==> config.mk <==
export PLATFORM = sky130hd
export DESIGN_NAME = exec_unit_flat
export DESIGN_NICKNAME = d
export VERILOG_FILES = /design/src/rtl/exec_unit_if.sv /design/src/rtl/exec_unit.sv /design/src/flat_wrapper.sv
export SDC_FILE = /design/constraint.sdc
export NUM_CORES = 1
export LEC_CHECK = 0
export ABC_CLOCK_PERIOD_IN_PS = 4600
export CORE_ASPECT_RATIO = 0.75
export CORE_UTILIZATION = 25
export CTS_CLUSTER_DIAMETER = 40
export DETAILED_ROUTE_END_ITERATION = 7
export HOLD_SLACK_MARGIN = 0.06
export SYNTH_ARGS = -nofsm -noshare
export SYNTH_HDL_FRONTEND = slang
export SYNTH_SLANG_ARGS = --single-unit
==> constraint.sdc <==
create_clock -name clk -period 4.6 [get_ports clk]
set_clock_uncertainty 0.05 [all_clocks]
set_input_delay 0.92 -clock clk [delete_from_list [all_inputs] [get_ports clk]]
set_output_delay 0.92 -clock clk [all_outputs]
set_load 0.05 [all_outputs]
==> src/rtl/exec_unit_if.sv <==
`default_nettype none
// ============================================================================
//  Module      : exec_unit_if
//  Description : Bundle between the 4x8 register bank / controller and the
//                execute stage: bank read values and issue fields in,
//                write-back, handshake and flag outputs out.
//  Revision    : 1.0 - initial release
// ============================================================================
interface exec_unit_if;
  // Register bank read ports
  logic [7:0] r0;
  logic [7:0] r1;
  logic [7:0] r2;
  logic [7:0] r3;
  // Instruction issue
  logic       start;
  logic [3:0] opcode;
  logic [1:0] src_a;
  logic [1:0] src_b;
  logic [1:0] dst;
  // Write-back and status
  logic [7:0] alu_result;
  logic       write;
  logic [1:0] out_sel;
  logic       busy;
  logic       done;
  logic       zero;
  logic       carry;
  logic       err;

  // Issuing side (bank plus controller)
  modport master (
    output r0, r1, r2, r3, start, opcode, src_a, src_b, dst,
    input  alu_result, write, out_sel, busy, done, zero, carry, err
  );

  // Execute stage
  modport slave (
    input  r0, r1, r2, r3, start, opcode, src_a, src_b, dst,
    output alu_result, write, out_sel, busy, done, zero, carry, err
  );
endinterface
`default_nettype wire

==> src/rtl/exec_unit.sv <==
`default_nettype none
// ============================================================================
//  Module      : exec_unit
//  Description : Execute stage behind the 4x8-bit register bank. Snapshots
//                operands at issue, runs single-cycle ALU ops or 8-step
//                shift-add MUL / restoring DIV, and issues a one-cycle
//                write-back pulse with registered zero/carry/error flags.
//  Revision    : 1.0 - initial release
// ============================================================================
module exec_unit #(
  parameter int W    = 8,
  parameter int ITER = 8
) (
  input  wire logic    clk,
  input  wire logic    rst,
  exec_unit_if.slave   bus
);

  localparam int CW = $clog2(ITER);

  localparam logic [3:0] OP_ADD = 4'h0;
  localparam logic [3:0] OP_SUB = 4'h1;
  localparam logic [3:0] OP_AND = 4'h2;
  localparam logic [3:0] OP_OR  = 4'h3;
  localparam logic [3:0] OP_XOR = 4'h4;
  localparam logic [3:0] OP_NOT = 4'h5;
  localparam logic [3:0] OP_SHL = 4'h6;
  localparam logic [3:0] OP_SHR = 4'h7;
  localparam logic [3:0] OP_INC = 4'h8;
  localparam logic [3:0] OP_DEC = 4'h9;
  localparam logic [3:0] OP_MUL = 4'hA;
  localparam logic [3:0] OP_DIV = 4'hB;
  localparam logic [3:0] OP_CMP = 4'hC;
  localparam logic [3:0] OP_MOV = 4'hD;

  typedef enum logic [1:0] {
    S_IDLE = 2'd0,
    S_ITER = 2'd1,
    S_WB   = 2'd2
  } state_t;

  state_t         state_q, state_d;
  logic [W-1:0]   a_q, a_d;
  logic [W-1:0]   b_q, b_d;
  logic [3:0]     op_q, op_d;
  logic [1:0]     dst_q, dst_d;
  logic [CW-1:0]  cnt_q, cnt_d;
  logic [W-1:0]   hi_q, hi_d;   // MUL: high product half / DIV: remainder
  logic [W-1:0]   lo_q, lo_d;   // MUL: multiplier+low half / DIV: quotient
  logic [W-1:0]   alu_result_q, alu_result_d;
  logic           write_q, write_d;
  logic [1:0]     out_sel_q, out_sel_d;
  logic           busy_q, busy_d;
  logic           done_q, done_d;
  logic           zero_q, zero_d;
  logic           carry_q, carry_d;
  logic           err_q, err_d;

  logic [W-1:0]   w_a, w_b;
  logic [W-1:0]   w_alu_res;
  logic           w_alu_c;
  logic [W:0]     w_mul_sum;
  logic [W-1:0]   w_mul_hi, w_mul_lo;
  logic [W:0]     w_div_shift;
  logic           w_div_ge;
  logic [W-1:0]   w_div_hi, w_div_lo;
  logic           w_is_iter_op, w_is_rsvd;

  // Select the live bank values addressed by the issue fields
  always_comb begin
    w_a = bus.r0;
    w_b = bus.r0;
    case (bus.src_a)
      2'd0:    w_a = bus.r0;
      2'd1:    w_a = bus.r1;
      2'd2:    w_a = bus.r2;
      default: w_a = bus.r3;
    endcase
    case (bus.src_b)
      2'd0:    w_b = bus.r0;
      2'd1:    w_b = bus.r1;
      2'd2:    w_b = bus.r2;
      default: w_b = bus.r3;
    endcase
  end

  // Single-cycle ALU on the live operands; used only at acceptance
  always_comb begin
    w_alu_res = '0;
    w_alu_c   = 1'b0;
    case (bus.opcode)
      OP_ADD:         {w_alu_c, w_alu_res} = {1'b0, w_a} + {1'b0, w_b};
      OP_SUB, OP_CMP: {w_alu_c, w_alu_res} = {1'b0, w_a} - {1'b0, w_b};
      OP_AND:         w_alu_res = w_a & w_b;
      OP_OR:          w_alu_res = w_a | w_b;
      OP_XOR:         w_alu_res = w_a ^ w_b;
      OP_NOT:         w_alu_res = ~w_a;
      OP_SHL: begin
        w_alu_res = {w_a[W-2:0], 1'b0};
        w_alu_c   = w_a[W-1];
      end
      OP_SHR: begin
        w_alu_res = {1'b0, w_a[W-1:1]};
        w_alu_c   = w_a[0];
      end
      OP_INC:         {w_alu_c, w_alu_res} = {1'b0, w_a} + (W+1)'(1);
      OP_DEC:         {w_alu_c, w_alu_res} = {1'b0, w_a} - (W+1)'(1);
      OP_MOV:         w_alu_res = w_b;
      default: begin
        w_alu_res = '0;
        w_alu_c   = 1'b0;
      end
    endcase
  end

  // One iteration step of shift-add multiply and restoring divide
  always_comb begin
    // MUL: add A into the high half when the current multiplier bit is set,
    // then shift the {hi, lo} pair right by one.
    w_mul_sum   = {1'b0, hi_q} + (lo_q[0] ? {1'b0, a_q} : '0);
    w_mul_hi    = w_mul_sum[W:1];
    w_mul_lo    = {w_mul_sum[0], lo_q[W-1:1]};
    // DIV: shift the next dividend bit into the remainder and subtract B
    // when it fits. With B==0 every trial fits, giving an all-ones quotient.
    w_div_shift = {hi_q, lo_q[W-1]};
    w_div_ge    = (w_div_shift >= {1'b0, b_q});
    w_div_hi    = w_div_ge ? (w_div_shift[W-1:0] - b_q) : w_div_shift[W-1:0];
    w_div_lo    = {lo_q[W-2:0], w_div_ge};
  end

  assign w_is_iter_op = (bus.opcode == OP_MUL) || (bus.opcode == OP_DIV);
  assign w_is_rsvd    = (bus.opcode == 4'hE) || (bus.opcode == 4'hF);

  // Next-state and registered-output logic for IDLE -> (ITER) -> WB
  always_comb begin
    state_d      = state_q;
    a_d          = a_q;
    b_d          = b_q;
    op_d         = op_q;
    dst_d        = dst_q;
    cnt_d        = cnt_q;
    hi_d         = hi_q;
    lo_d         = lo_q;
    alu_result_d = alu_result_q;
    write_d      = write_q;
    out_sel_d    = out_sel_q;
    busy_d       = busy_q;
    done_d       = done_q;
    zero_d       = zero_q;
    carry_d      = carry_q;
    err_d        = err_q;

    case (state_q)
      S_IDLE: begin
        write_d = 1'b0;
        done_d  = 1'b0;
        busy_d  = 1'b0;
        if (bus.start) begin
          a_d    = w_a;
          b_d    = w_b;
          op_d   = bus.opcode;
          dst_d  = bus.dst;
          busy_d = 1'b1;
          if (w_is_iter_op) begin
            state_d = S_ITER;
            cnt_d   = '0;
            hi_d    = '0;
            lo_d    = (bus.opcode == OP_MUL) ? w_b : w_a;
          end else begin
            state_d   = S_WB;
            done_d    = 1'b1;
            out_sel_d = bus.dst;
            if (w_is_rsvd) begin
              // Reserved opcodes only raise err; zero/carry keep their value
              write_d = 1'b0;
              err_d   = 1'b1;
            end else begin
              alu_result_d = w_alu_res;
              zero_d       = (w_alu_res == '0);
              carry_d      = w_alu_c;
              err_d        = 1'b0;
              write_d      = (bus.opcode != OP_CMP);
            end
          end
        end
      end

      S_ITER: begin
        cnt_d = cnt_q + CW'(1);
        if (op_q == OP_MUL) begin
          hi_d = w_mul_hi;
          lo_d = w_mul_lo;
        end else begin
          hi_d = w_div_hi;
          lo_d = w_div_lo;
        end
        if (cnt_q == CW'(ITER - 1)) begin
          state_d   = S_WB;
          done_d    = 1'b1;
          write_d   = 1'b1;
          out_sel_d = dst_q;
          if (op_q == OP_MUL) begin
            alu_result_d = w_mul_lo;
            zero_d       = (w_mul_lo == '0);
            carry_d      = (w_mul_hi != '0);
            err_d        = 1'b0;
          end else if (b_q == '0) begin
            alu_result_d = '1;
            zero_d       = 1'b0;
            carry_d      = 1'b0;
            err_d        = 1'b1;
          end else begin
            alu_result_d = w_div_lo;
            zero_d       = (w_div_lo == '0);
            carry_d      = 1'b0;
            err_d        = 1'b0;
          end
        end
      end

      S_WB: begin
        state_d = S_IDLE;
        write_d = 1'b0;
        done_d  = 1'b0;
        busy_d  = 1'b0;
      end

      default: begin
        state_d = S_IDLE;
        write_d = 1'b0;
        done_d  = 1'b0;
        busy_d  = 1'b0;
      end
    endcase
  end

  // State and output registers; active-low synchronous reset drops any op
  always_ff @(posedge clk) begin
    if (!rst) begin
      state_q      <= S_IDLE;
      a_q          <= '0;
      b_q          <= '0;
      op_q         <= '0;
      dst_q        <= '0;
      cnt_q        <= '0;
      hi_q         <= '0;
      lo_q         <= '0;
      alu_result_q <= '0;
      write_q      <= 1'b0;
      out_sel_q    <= '0;
      busy_q       <= 1'b0;
      done_q       <= 1'b0;
      zero_q       <= 1'b0;
      carry_q      <= 1'b0;
      err_q        <= 1'b0;
    end else begin
      state_q      <= state_d;
      a_q          <= a_d;
      b_q          <= b_d;
      op_q         <= op_d;
      dst_q        <= dst_d;
      cnt_q        <= cnt_d;
      hi_q         <= hi_d;
      lo_q         <= lo_d;
      alu_result_q <= alu_result_d;
      write_q      <= write_d;
      out_sel_q    <= out_sel_d;
      busy_q       <= busy_d;
      done_q       <= done_d;
      zero_q       <= zero_d;
      carry_q      <= carry_d;
      err_q        <= err_d;
    end
  end

  assign bus.alu_result = alu_result_q;
  assign bus.write      = write_q;
  assign bus.out_sel    = out_sel_q;
  assign bus.busy       = busy_q;
  assign bus.done       = done_q;
  assign bus.zero       = zero_q;
  assign bus.carry      = carry_q;
  assign bus.err        = err_q;

endmodule
`default_nettype wire

==> src/flat_wrapper.sv <==
// flat-port wrapper written by rule: the top's interface ports become plain ports
module exec_unit_flat 
#(
  parameter int W    = 8,
  parameter int ITER = 8
)
  (clk, rst, bus_r0, bus_r1, bus_r2, bus_r3, bus_start, bus_opcode, bus_src_a, bus_src_b, bus_dst, bus_alu_result, bus_write, bus_out_sel, bus_busy, bus_done, bus_zero, bus_carry, bus_err);
  exec_unit_if bus_i ();
  input  wire logic clk;
  input  wire logic rst;
  input wire logic [$bits(bus_i.r0)-1:0] bus_r0;
  input wire logic [$bits(bus_i.r1)-1:0] bus_r1;
  input wire logic [$bits(bus_i.r2)-1:0] bus_r2;
  input wire logic [$bits(bus_i.r3)-1:0] bus_r3;
  input wire logic [$bits(bus_i.start)-1:0] bus_start;
  input wire logic [$bits(bus_i.opcode)-1:0] bus_opcode;
  input wire logic [$bits(bus_i.src_a)-1:0] bus_src_a;
  input wire logic [$bits(bus_i.src_b)-1:0] bus_src_b;
  input wire logic [$bits(bus_i.dst)-1:0] bus_dst;
  output wire logic [$bits(bus_i.alu_result)-1:0] bus_alu_result;
  output wire logic [$bits(bus_i.write)-1:0] bus_write;
  output wire logic [$bits(bus_i.out_sel)-1:0] bus_out_sel;
  output wire logic [$bits(bus_i.busy)-1:0] bus_busy;
  output wire logic [$bits(bus_i.done)-1:0] bus_done;
  output wire logic [$bits(bus_i.zero)-1:0] bus_zero;
  output wire logic [$bits(bus_i.carry)-1:0] bus_carry;
  output wire logic [$bits(bus_i.err)-1:0] bus_err;
  assign bus_i.r0 = bus_r0;
  assign bus_i.r1 = bus_r1;
  assign bus_i.r2 = bus_r2;
  assign bus_i.r3 = bus_r3;
  assign bus_i.start = bus_start;
  assign bus_i.opcode = bus_opcode;
  assign bus_i.src_a = bus_src_a;
  assign bus_i.src_b = bus_src_b;
  assign bus_i.dst = bus_dst;
  assign bus_alu_result = bus_i.alu_result;
  assign bus_write = bus_i.write;
  assign bus_out_sel = bus_i.out_sel;
  assign bus_busy = bus_i.busy;
  assign bus_done = bus_i.done;
  assign bus_zero = bus_i.zero;
  assign bus_carry = bus_i.carry;
  assign bus_err = bus_i.err;
  exec_unit #(.W(W), .ITER(ITER)) u_core (.clk(clk), .rst(rst), .bus(bus_i));
endmodule
==> flow_summary.yaml <==
synth:
  yosys.area.top_type: "dfxtp_1"
  async_flop_share: 0
  synth_cell_types: 73
  synth_edf_count: 0
  synth_nets: 839
  seq_area_frac_synth: 0.2089
  ys.flop_type: "dfxtp_1"
  synth.most_common_cell: "nand2_1"
  yosysWarnings: 0
  synth_area_leaders: "dfxtp_1 (21%), ha_1 (9.5%), a21oi_1 (7.3%)"
  syn_avg_cell_area_um2: 7.569
  synth_seq_cells: 59
  synth_top_area_frac: 0.2089
  synthTopCellsByCount: "nand2_1 (107), a21oi_1 (83), dfxtp_1 (59), nor2_1 (59), ha_1 (43)"
  syn_inst: 747
  syn_area_um2: 5654
layout:
  fillers: 2374
  multi_input_area_um2: 4105
  area_growth_pct: 26.38
  nets: 922
  register_area_um2: 1181
  final_design_area_no_fill_um2: 7146
  layout-drive-gt1-share: 0.1210
  n_antenna_cell: 0
timing:
  setup_viol: 0
  fin_crit_sh: 0.9502
  slew_headroom: 0.3717
  layout_min_cycle_time_ps: 4371
  finalHoldViolCount: 0
  finalMaxSlewViolations: 0
  hold-worst-slack_ps: 408.0
  setup_slack_ps: 229.0
  worstMarginPinSlew_ps: 942.5
  max_clock_freq_mhz: 228.8
  rsz0062_at_grt: "false"
critical_path:
  required_ps: 4770
  endpoint_kind: "flip-flop"
  arrival_ps: 4540
  r2r_slack_ps: 1580
  crit_type: "primary input to flip-flop"
  cpMaxStageDelayCell: "mux4_2"
  crit_path_max_fanout: 8
  critPathMaxStageDelay_ps: 600
  path_cells: "clkdlybuf4s50_1 -> buf_4 -> mux4_2 -> ha_1 -> or3_1 -> a21oi_1 -> nor2_1 -> xnor2_1 -> a221o_1 -> o41ai_1 -> buf_4 -> a21oi_1"
  cp-start-kind: "primary input"
placement:
  dp_slack_ps: -34.90
  gp_congestion: 0.9794
  io_buffers: 60
  place_area_um2: 6858
  dp_hpwl_mm: 16.24
cts:
  cts_tree: "done"
  clkTransAtPathRegs_ps: 60
  hold_buffers: 0
  clk_path_buf_depth: 2
  clkSinkCount: 59
  htree_levels: 3
  cts_resized: 0
  clk_latency_ps: 330
  cts_inserted_buffers: 9
  clockRootBuffer: "clkbuf_16"
  cts_setup_buffers: 0
worst_hold_path:
  hp-class: "flip-flop to flip-flop"
floorplanning:
  core_um2: 22110
  rows: 47
  dieArea_um2: 23230
  die_height_um: 132.2
  ios: 61
  start_util: 0.2557
  die_x_um: 175.7
drt:
  via_per_inst: 5.489
  vias: 6197
  drt-initial-drc-count: 700
  antenna_left: 0
  drc: 0
  first_pass_iters: 5
  wl_mm: 20.74
  wire_per_inst_um: 18.37
global_routing:
  grt_pass1_wl_mm: 32.63
  grt_antenna_before_repair: 0
  grt_max_degree: 46
  first_global_vias: 5606
  track_usage: 0.1796
  grt_overflow: 0
power_and_ir_drop:
  total_power_uw: 2045
  power.density_nw_per_um2: 286.2
  p_leak_uw: 0.002796
  ir_worst_vdd_uv: 214.9
status:
  outcome: "complete, no violations"
run:
  max_cap_violations: 0
## worst paths after layout
path                        from                       end  cells after the start
setup reg to reg  u_core.lo_q[0]          u_core.bus.carry                     10
hold reg to reg    u_core.b_q[4]             u_core.b_q[4]                      2
hold / removal     u_core.b_q[4]             u_core.b_q[4]                      2
setup / recovery    bus_src_a[0]  u_core.bus.alu_result[5]                     12
## final cells by class
cell class | count | area share
clock inverters | 6 | 0.006829
inverters | 38 | 0.01996
multi-input cells | 604 | 0.5745
flip-flops and latches | 59 | 0.1653
repair buffers | 118 | 0.1485
clock buffers | 10 | 0.03344
well taps | 294 | 0.05148
## worst max-delay path: cells and delay by family
| kind | cells | cell delay, ps |
|---|---|---|
| simple gates | 2 | 480 |
| fa+ha+maj | 1 | 330 |
| compound gates | 4 | 1140 |
| mux | 1 | 600 |
| buf+inv | 3 | 910 |
| xor+xnor | 1 | 160 |
## sequential cells by signal, summed over array words and instances, names as in the netlist
register / cells
u_core.bus.done: 1
u_core.bus.write: 1
u_core.a_q: 8
u_core.b_q: 8
u_core.bus.out_sel: 2
u_core.hi_q: 8
u_core.bus.err: 1
u_core.lo_q: 8
u_core.dst_q: 2
u_core.bus.carry: 1
u_core.state_q: 2
u_core.bus.zero: 1
u_core.bus.busy: 1
u_core.bus.alu_result: 8
u_core.op_q: 4
u_core.cnt_q: 3
## cells in the final DEF, fill, tap and decap left out, types with 6 or more instances in the layout
| cell | netlist | final |
|---|---|---|
| dfxtp_1 | 59 | 59 |
| nor2b_1 | 12 | 12 |
| nor2_1 | 59 | 59 |
| a21oi_1 | 83 | 83 |
| clkdlybuf4s50_1 | 0 | 60 |
| ha_1 | 43 | 43 |
| clkbuf_16 | 0 | 9 |
| nand2_1 | 107 | 107 |
| nand3_1 | 25 | 25 |
| buf_4 | 0 | 56 |
| nand2b_1 | 9 | 9 |
| a21o_1 | 11 | 11 |
| o211ai_1 | 14 | 14 |
| nor4_1 | 7 | 7 |
| mux4_2 | 16 | 16 |
| nor3_1 | 11 | 11 |
| a22oi_1 | 11 | 11 |
| a31oi_1 | 7 | 7 |
| a211oi_1 | 14 | 14 |
| xnor2_1 | 11 | 11 |
| inv_1 | 36 | 36 |
| o21ai_0 | 41 | 41 |
| a211o_1 | 6 | 6 |
| and2_1 | 9 | 9 |
## per-layer routing
layer,vias up,global-route usage,share of wire
met5,-,0,0
met4,0,0.03237,0.013
met3,26,0.05969,0.12
met2,345,0.2295,0.38
met1,2906,0.2820,0.49
li1,2920,-,-
## stage by stage
step	setup TNS, ps	std cells	utilization
2_1_floorplan	0	747	-
3_3_place_gp	-6.595	1113	0.3102
3_5_place_dp	-60.91	1113	0.3102
4_1_cts	0	1129	0.3232
5_1_grt	0	1129	0.3232
6_report	0	1129	0.3232
## cells by family (layout without fill, tap and decap cells)
logic type / after synthesis / in the layout / synth area share
xor+xnor: 16 / 16 / 0.02478
fa+ha+maj: 47 / 47 / 0.1093
simple gates: 273 / 273 / 0.2295
buf+inv: 84 / 172 / 0.06617
compound gates: 246 / 246 / 0.2841
flops: 59 / 59 / 0.2089
mux: 22 / 22 / 0.07723
## report_power, final
part	total [uW]	switching [uW]	internal [uW]
sequential	570	26.1	544
clock	642	260	382
combinational	833	495	337
total	2040	781	1260
(Power assumes the default switching activity.)
==> edit (config.mk and constraints unchanged) <==
Remove the case item `OP_SUB, OP_CMP` of the case on `bus.opcode`.
--- a/src/rtl/exec_unit.sv
+++ b/src/rtl/exec_unit.sv
@@ -91,5 +91,4 @@
     case (bus.opcode)
       OP_ADD:         {w_alu_c, w_alu_res} = {1'b0, w_a} + {1'b0, w_b};
-      OP_SUB, OP_CMP: {w_alu_c, w_alu_res} = {1'b0, w_a} - {1'b0, w_b};
       OP_AND:         w_alu_res = w_a & w_b;
       OP_OR:          w_alu_res = w_a | w_b;
Function: changed (Yosys sat finds a counterexample within 4 cycles, from zero or initial values and one cycle with rst low).
==> edit against the original RTL <==
  * Via count fell by 15%
  * Total power fell by 6.0%
  * Largest power group is now the clock network
  * Area after synthesis fell by 6.7%
  * Sequential cell count did not move
  * Worst setup slack improved by 0.42 ns
  * First-iteration DRC count fell by 19%
  * Wire length fell by 15%
  * Design area fell by 9.1%
  * Highest routed layer unchanged
==> edit: results (changes against the original RTL) <==
status finished, final reports clean; worst setup path end u_core.bus.alu_result[5]; Yosys cell types 80 (+9.6%); P_leak 2.51 nW (-10%); layout cell share with drive strength beyond 1 10.2% (-1.9 points); drt initial violations 569 (-19%); Worst VDD drop 0.175 mV (-18%); final wirelength 17600 um (-15%); GP Congestion 0.969 (-1.1%); Reg clk slew, reported paths 0.06 ns (about the same); Async SR Flop Fraction 0% (unchanged); dpl cells 983 (-12%); crit path launch bus_src_b[0]; Routed wire per std cell 17.6 um (-4.1%); hpwl dp 13200 um (-19%); worst-margin pin slew 1.17 ns (+0.226 ns); post-synthesis mux area share 9.03% (+1.3 points); dominant cell type by area after synthesis dfxtp_1; Logic pwr share 34.3% (-6.4 points); sequential cell area fraction in the yosys report 22.4% (+1.5 points); Min-Delay Startpoint u_core.a_q[2]; Synth Net Count 747 (-11%); Post-CTS Setup Bufs 0 (unchanged); Synth Area in XOR/XNOR 3.30% (+0.82 points); fin nets 795 (-14%); vias in the first global route 4992 (-11%); IO buf count 60 (unchanged); fill count 2133 (-10%); complex-gate fraction of the synthesized area 26.1% (-2.4 points); Post-CTS Resized 0 (unchanged); reg-to-reg endpoint u_core.bus.carry; largest net degree at the start of global routing 39 (-15%); first-pass GRT wire length 28300 um (-13%); R2R setup slack 1.00 ns (-0.58 ns); Synth top cells by count nand2_1, dfxtp_1, o21ai_0, ha_1, clkbuf_1; Via density 5.27 (-4.0%); CP max stage cell mux4_2; Worst Path Max Fanout 9 (+1); Synth Area in Adders 9.29% (-1.6 points); top cells by area, synth dfxtp_1, ha_1, nand2_1; switch share 35.1% (-3.1 points); Total GRT Usage 17.0% (-0.99 points); initial antenna violation count 0 (unchanged); Data arrival, critical path 4.13 ns (-0.41 ns); Post-Syn Instances 664 (-11%)
## edit: power groups by stage
| stage | Sequential (W) | Combinational (W) | Clock (W) |
|---|---|---|---|
| global route | 0.000575 | 0.000715 | 0.000728 |
| floorplan | 0.000615 | 0.000403 | 0 |
| detailed placement | 0.000581 | 0.000645 | 0 |
| CTS | 0.000571 | 0.000650 | 0.000695 |
| global placement | 0.000581 | 0.000648 | 0 |
| finish | 0.000571 | 0.000660 | 0.000692 |
## edit: cell type report
type                            count  area (um^2)  area share (%)
Timing Repair Buffer               84          776            11.9
Inverter                           34          128            1.96
Multi-Input combinational cell    524         3750            57.8
Sequential cell                    59         1180            18.2
Clock inverter                      6         65.1            1.00
Clock buffer                       10          239            3.68
Tap cell                          282          353            5.43
## edit: worst min-delay path by stage
stage | endpoint | slack [ns] | cells past startpoint
6_report | u_core.a_q[2] | 0.41 | 2
5_1_grt | u_core.a_q[7] | 0.44 | 2
4_1_cts | u_core.a_q[2] | 0.42 | 2
3_5_place_dp | u_core.a_q[2] | 0.41 | 2
3_3_place_gp | u_core.a_q[2] | 0.40 | 2
2_1_floorplan | u_core.a_q[7] | 0.39 | 2
## edit: cell families after synthesis
| group | after synthesis |
|---|---|
| xor+xnor | 19 |
| compound gates | 199 |
| simple gates | 241 |
| flops | 59 |
| buf+inv | 81 |
| mux | 27 |
| fa+ha+maj | 38 |
## edit: layer usage
metal	part of all wire, %	vias to the layer above	track usage, %
met4	2.4	0	5.46
li1	-	2531	-
met1	48	2453	24.7
met5	0	-	0
met3	8.5	28	4.01
met2	41	252	24.2
## edit: metrics by stage
step	setup slack (ns)	util [%]	instance area (um^2)	power (W)	hold slack, ns
2_1_floorplan	0.943	-	5280	0.00102	0.389
3_3_place_gp	0.377	30.3	6190	0.00123	0.401
3_5_place_dp	0.353	30.3	6190	0.00123	0.408
4_1_cts	0.698	31.8	6500	0.00192	0.415
5_1_grt	0.455	31.8	6500	0.00202	0.435
6_report	0.648	31.8	6500	0.00192	0.412
## edit: worst max-delay path, delay by kind of cell
kind | cells | cell delay (ns)
AO/OA/AOI/OAI | 5 | 0.97
adder cells (fa/ha/maj) | 1 | 0.45
buffers and inverters | 2 | 0.64
multiplexers | 1 | 0.61
AND/OR/NAND/NOR | 3 | 0.54
